===== src/rtl/instruction_sequencer.sv =====
// Fetch/decode/execute controller for the 8-bit accumulator CPU.
// Optional single-step mode: define SINGLE_STEP_EN to add the step/waiting handshake.
module instruction_sequencer #(
   parameter int unsigned MEM_WAIT = 1
) (
   input  logic       clock,
   input  logic       reset,
   input  logic [3:0] opcode,
   input  logic       zero,
`ifdef SINGLE_STEP_EN
   input  logic       step,
   output logic       waiting,
`endif
   output logic       load_ir,
   output logic       inc_pc,
   output logic       load_pc,
   output logic       addr_sel,
   output logic       mem_read,
   output logic       mem_write,
   output logic       load_acc,
   output logic [1:0] acc_src,
   output logic [2:0] alu_op,
   output logic       halted
);

   localparam int unsigned WAIT_W = 3;
   localparam logic [WAIT_W-1:0] WAIT_INIT = WAIT_W'(MEM_WAIT - 1);

   localparam logic [3:0] OP_LDI = 4'h1;
   localparam logic [3:0] OP_LDA = 4'h2;
   localparam logic [3:0] OP_STA = 4'h3;
   localparam logic [3:0] OP_ADD = 4'h4;
   localparam logic [3:0] OP_SUB = 4'h5;
   localparam logic [3:0] OP_AND = 4'h6;
   localparam logic [3:0] OP_OR  = 4'h7;
   localparam logic [3:0] OP_JMP = 4'h8;
   localparam logic [3:0] OP_JZ  = 4'h9;
   localparam logic [3:0] OP_HLT = 4'hF;

   typedef enum logic [2:0] {
      S_RST, S_FETCH, S_LOAD, S_DECODE, S_EXEC, S_MEMRD, S_HALT, S_STEPWAIT
   } state_t;

   state_t            r_state, w_state_nxt, w_done_state;
   logic [WAIT_W-1:0] r_wait, w_wait_nxt;

   logic       r_load_ir, r_inc_pc, r_load_pc, r_addr_sel;
   logic       r_mem_read, r_mem_write, r_load_acc, r_halted;
   logic [1:0] r_acc_src;
   logic [2:0] r_alu_op;

   logic       w_load_ir, w_inc_pc, w_load_pc, w_addr_sel;
   logic       w_mem_read, w_mem_write, w_load_acc, w_halted;
   logic [1:0] w_acc_src;
   logic [2:0] w_alu_op;

`ifdef SINGLE_STEP_EN
   logic r_step_d, r_waiting, w_waiting, w_step_rise;
   assign w_step_rise  = step & ~r_step_d;
   assign w_done_state = S_STEPWAIT;
`else
   assign w_done_state = S_FETCH;
`endif

   // Next state and wait counter; the counter reloads whenever a wait state is entered.
   always_comb begin
      w_state_nxt = r_state;
      w_wait_nxt  = r_wait;
      case (r_state)
         S_RST:    w_state_nxt = S_FETCH;
         S_FETCH: begin
            if (r_wait == '0) w_state_nxt = S_LOAD;
            else              w_wait_nxt  = r_wait - WAIT_W'(1);
         end
         S_LOAD:   w_state_nxt = S_DECODE;
         S_DECODE: w_state_nxt = S_EXEC;
         S_EXEC: begin
            case (opcode)
               OP_LDA:  w_state_nxt = S_MEMRD;
               OP_HLT:  w_state_nxt = S_HALT;
               default: w_state_nxt = w_done_state;
            endcase
         end
         S_MEMRD: begin
            if (r_wait == '0) w_state_nxt = w_done_state;
            else              w_wait_nxt  = r_wait - WAIT_W'(1);
         end
         S_HALT:   w_state_nxt = S_HALT;
`ifdef SINGLE_STEP_EN
         S_STEPWAIT: if (w_step_rise) w_state_nxt = S_FETCH;
`endif
         default:  w_state_nxt = S_RST;
      endcase
      if ((w_state_nxt != r_state) &&
          ((w_state_nxt == S_FETCH) || (w_state_nxt == S_MEMRD)))
         w_wait_nxt = WAIT_INIT;
   end

   // Outputs decoded from the upcoming state so they are registered yet aligned with it.
   always_comb begin
      w_load_ir   = 1'b0;
      w_inc_pc    = 1'b0;
      w_load_pc   = 1'b0;
      w_addr_sel  = 1'b0;
      w_mem_read  = 1'b0;
      w_mem_write = 1'b0;
      w_load_acc  = 1'b0;
      w_acc_src   = 2'd0;
      w_alu_op    = 3'd0;
      w_halted    = 1'b0;
`ifdef SINGLE_STEP_EN
      w_waiting   = 1'b0;
`endif
      case (w_state_nxt)
         S_FETCH: w_mem_read = 1'b1;
         S_LOAD: begin
            w_load_ir = 1'b1;
            w_inc_pc  = 1'b1;
         end
         S_EXEC: begin
            case (opcode)
               OP_LDI: begin
                  w_load_acc = 1'b1;
                  w_acc_src  = 2'd1;
               end
               OP_LDA: begin
                  w_mem_read = 1'b1;
                  w_addr_sel = 1'b1;
               end
               OP_STA: begin
                  w_mem_write = 1'b1;
                  w_addr_sel  = 1'b1;
               end
               OP_ADD, OP_SUB, OP_AND, OP_OR: begin
                  w_load_acc = 1'b1;
                  w_alu_op   = {1'b0, opcode[1:0]};
               end
               OP_JMP:  w_load_pc = 1'b1;
               OP_JZ:   w_load_pc = zero;
               default: w_load_pc = 1'b0;
            endcase
         end
         S_MEMRD: begin
            w_mem_read = 1'b1;
            w_addr_sel = 1'b1;
            if (w_wait_nxt == '0) begin
               w_load_acc = 1'b1;
               w_acc_src  = 2'd2;
            end
         end
         S_HALT: w_halted = 1'b1;
`ifdef SINGLE_STEP_EN
         S_STEPWAIT: w_waiting = 1'b1;
`endif
         default: w_halted = 1'b0;
      endcase
   end

   always_ff @(posedge clock or posedge reset) begin
      if (reset) begin
         r_state     <= S_RST;
         r_wait      <= '0;
         r_load_ir   <= 1'b0;
         r_inc_pc    <= 1'b0;
         r_load_pc   <= 1'b0;
         r_addr_sel  <= 1'b0;
         r_mem_read  <= 1'b0;
         r_mem_write <= 1'b0;
         r_load_acc  <= 1'b0;
         r_acc_src   <= 2'd0;
         r_alu_op    <= 3'd0;
         r_halted    <= 1'b0;
      end else begin
         r_state     <= w_state_nxt;
         r_wait      <= w_wait_nxt;
         r_load_ir   <= w_load_ir;
         r_inc_pc    <= w_inc_pc;
         r_load_pc   <= w_load_pc;
         r_addr_sel  <= w_addr_sel;
         r_mem_read  <= w_mem_read;
         r_mem_write <= w_mem_write;
         r_load_acc  <= w_load_acc;
         r_acc_src   <= w_acc_src;
         r_alu_op    <= w_alu_op;
         r_halted    <= w_halted;
      end
   end

`ifdef SINGLE_STEP_EN
   always_ff @(posedge clock or posedge reset) begin
      if (reset) begin
         r_step_d  <= 1'b0;
         r_waiting <= 1'b0;
      end else begin
         r_step_d  <= step;
         r_waiting <= w_waiting;
      end
   end
   assign waiting = r_waiting;
`endif

   assign load_ir   = r_load_ir;
   assign inc_pc    = r_inc_pc;
   assign load_pc   = r_load_pc;
   assign addr_sel  = r_addr_sel;
   assign mem_read  = r_mem_read;
   assign mem_write = r_mem_write;
   assign load_acc  = r_load_acc;
   assign acc_src   = r_acc_src;
   assign alu_op    = r_alu_op;
   assign halted    = r_halted;

endmodule


===== config.mk =====
export PLATFORM = sky130hd
export DESIGN_NAME = instruction_sequencer
export DESIGN_NICKNAME = d
export VERILOG_FILES = /design/src/rtl/instruction_sequencer.sv
export SDC_FILE = /design/constraint.sdc
export NUM_CORES = 1
export LEC_CHECK = 0
export CORE_MARGIN = 2
export CORE_UTILIZATION = 50
export CTS_CLUSTER_SIZE = 24
export DETAILED_ROUTE_END_ITERATION = 12
export GPL_TIMING_DRIVEN = 0
export PLACE_DENSITY = 0.76
export SYNTH_ARGS = -nofsm -noshare
export SYNTH_HDL_FRONTEND = slang
export SYNTH_SLANG_ARGS = --single-unit
export TNS_END_PERCENT = 50

===== constraint.sdc =====
create_clock -name clock -period 3.3 [get_ports clock]
set_input_delay 0.33 -clock clock [delete_from_list [all_inputs] [get_ports clock]]
set_output_delay 0.33 -clock clock [all_outputs]
set_load 0.1 [all_outputs]

==> flow_metrics.tcl <==
set metrics [dict create \
    crit_path_end_kind "output port" \
    post-route-util_pct 66.4 \
    synth-seq-cells 17 \
    fillers 136 \
    port_buffers 18 \
    post_cts_buffers 0 \
    synth-edff-count 0 \
    arrival_ps 1850 \
    yosysTopAreaCell "dfrtp_1" \
    p_per_area_mw_per_mm2 896 \
    grt_usage_pct 18.9 \
    cts.clk_slew.worst_paths_ps 90 \
    antenna_found_initial 0 \
    start_kind "flip-flop" \
    htree_levels 1 \
    drt_pass1_iterations 4 \
    synthDominantCellAreaShare_pct 47.4 \
    relSlewSlack_pct 34.7 \
    core-area_sq_mm 0.00171 \
    p_leak_nw 0.520 \
    critical_path_class "flip-flop to output port" \
    syn_nets 101 \
    clock-sinks 17 \
    finalClockSkew_ps 4.49 \
    root_buffer "clkbuf_4" \
    synthDistinctLibCells 36 \
    synth_commonest_cells "17 x dfrtp_1, 10 x nor2_1, 6 x nand2_1, 5 x nor2b_1" \
    final_nets 124 \
    ant_nets 0 \
    tritoncts "done" \
    cts_buffer_depth 2 \
    synth-async-reset-ratio_pct 100 \
    avgSynthCellArea_sq_um 9.75 \
    maxCapViolations 0 \
    grt_pass1_wl_um 2860 \
    syn_inst 92 \
    drive_gt1_share_pct 13.2 \
    drt_iter0_drc 20 \
    final-setup-viol-count 0 \
    max_freq_mhz 458 \
    finalWirelength_um 1650 \
    timing_hold_violations_final 0 \
    syn_to_final_growth_pct 26.5 \
    synth_area_sq_um 897 \
    post-dp-hpwl_um 1270 \
    power.total_w 0.00102 \
    ys_seq_area_share_pct 47.4 \
    rows 15 \
    cp.required_ps 2970 \
    ys_top_cells_by_area "dfrtp_1 47%, nor2_1 4.2%, nor2b_1 3.5%, buf_4 3.3%, ha_1 2.8%" \
    slew_viol_final 0 \
    critPathMaxFanout 2 \
    initial_utilization_pct 52.5 \
    ys_warn_count 0 \
    cts.repair.resized 0 \
    yosysMostFrequentCell "dfrtp_1" \
    worst_pin_slew_ps 976 \
    grt_overflow 0 \
    die_area_sq_mm 0.00215 \
    setup_tns_ps 0 \
    max-vdd-ir-drop_uv 501 \
    grt_max_degree 18 \
    status "complete, no violations" \
    avgRoutedWirePerCell_um 11.9 \
    holdWs_ps 409 \
    insertion_delay_ps 290 \
    hold_buffers 0 \
    via_count 730 \
    synthFlopType "dfrtp_1" \
    post-route-min-period_ps 2180 \
    first_global_vias 684 \
    io_pins 20 \
    drc_errors 0 \
    place.gp.congestion 0.843 \
    cts_buffers 3 \
    diodes 0 \
    fp.dieW_um 46.4 \
    viasPerCell 5.25 \
    finalCritPeriodShare_pct 66.1 \
    min_path_type "input pin to asynchronous set/reset pin" \
    grt_setup_unrepaired "false" \
    die_h_um 46.4 \
]
[logic make-up (layout without fill, tap and decap cells)]
| logic type | count (synthesis) | after routing | share of synthesized area (%) |
|---|---|---|---|
| other cells | 1 | 1 | 0.418 |
| fa+ha+maj | 2 | 2 | 2.79 |
| flops | 17 | 17 | 47.4 |
| xor+xnor | 1 | 1 | 0.976 |
| mux | 1 | 1 | 1.12 |
| buf+inv | 8 | 30 | 5.16 |
| compound gates | 17 | 17 | 13.8 |
| simple gates | 45 | 45 | 28.3 |
[state kept, by name, indices dropped and copies added, names as in the netlist]
signal     flops
addr_sel       1
load_pc        1
mem_write      1
load_acc       1
r_state        3
inc_pc         1
halted         1
alu_op         2
acc_src        2
r_wait         3
mem_read       1
[cells in the final DEF (no fill, tap or decap), drive strengths merged]
cell           instances
and3                   4
mux2i                  1
nor4                   1
xnor2                  1
buf                    5
clkdlybuf4s50         18
dfrtp                 17
a21oi                  3
ha                     2
nor3b                  1
o21a                   2
nor2                  12
nor2b                  5
nand3b                 2
o21bai                 1
a211oi                 4
nor3                   3
or3                    1
o21ai                  3
inv                    3
or2b                   1
o211ai                 1
o22ai                  2
nand2                  7
nand2b                 4
clkbuf                 4
conb                   1
nand3                  2
and3b                  1
and4                   1
a32oi                  1
[cell type report]
| cell class | instances | area (sq um) | share of cell area [%] |
|---|---|---|---|
| Inverter | 3 | 11.3 | 0.992 |
| Tap cell | 25 | 31.3 | 2.76 |
| Timing Repair Buffer | 18 | 180 | 15.9 |
| Sequential cell | 17 | 425 | 37.5 |
| Buffer | 5 | 35.0 | 3.09 |
| Clock buffer | 4 | 26.3 | 2.32 |
| Multi-Input combinational cell | 67 | 425 | 37.5 |
[metrics by stage]
stage	setup slack, ps	area, sq um	instances
after detailed placement	1420	1110	135
after global routing	1030	1130	139
after CTS	1100	1130	139
final	1120	1130	139
after global placement	1440	1110	135
after floorplan	1650	897	92
[per-layer routing]
layer	wire, um	vias up	share of wire [%]	track usage [%]
li1	-	359	-	-
met1	751	347	45	25.1
met2	815	20	49	29.7
met3	56	4	3.4	2.35
met4	30	0	1.8	10.3
met5	0	-	0	0
[worst max-delay path: stages (launching register included)]
cell             delay (ps)
dfrtp_1                 350
buf_4                   100
clkdlybuf4s50_1        1110
[final timing paths]
path                        endpoint      start  slack, ps  depth (start not counted)
min in group clock         r_wait[0]  r_wait[0]        610                          2
max                          load_ir     inc_pc       1120                          2
max in group asynchronous   load_acc      reset       2480                          2
min                         mem_read      reset        410                          2
max reg2reg                r_wait[2]  r_wait[0]       1720                          6
min reg2reg                r_wait[0]  r_wait[0]        610                          2
[power by group]
group          total, W  switching [W]  internal (W)  leakage [nW]
sequential     0.000299      0.0000370      0.000262         0.222
clock          0.000110      0.0000628     0.0000470        0.0150
combinational  0.000607       0.000402      0.000205         0.283
Power figures use the tool's default switching activity.
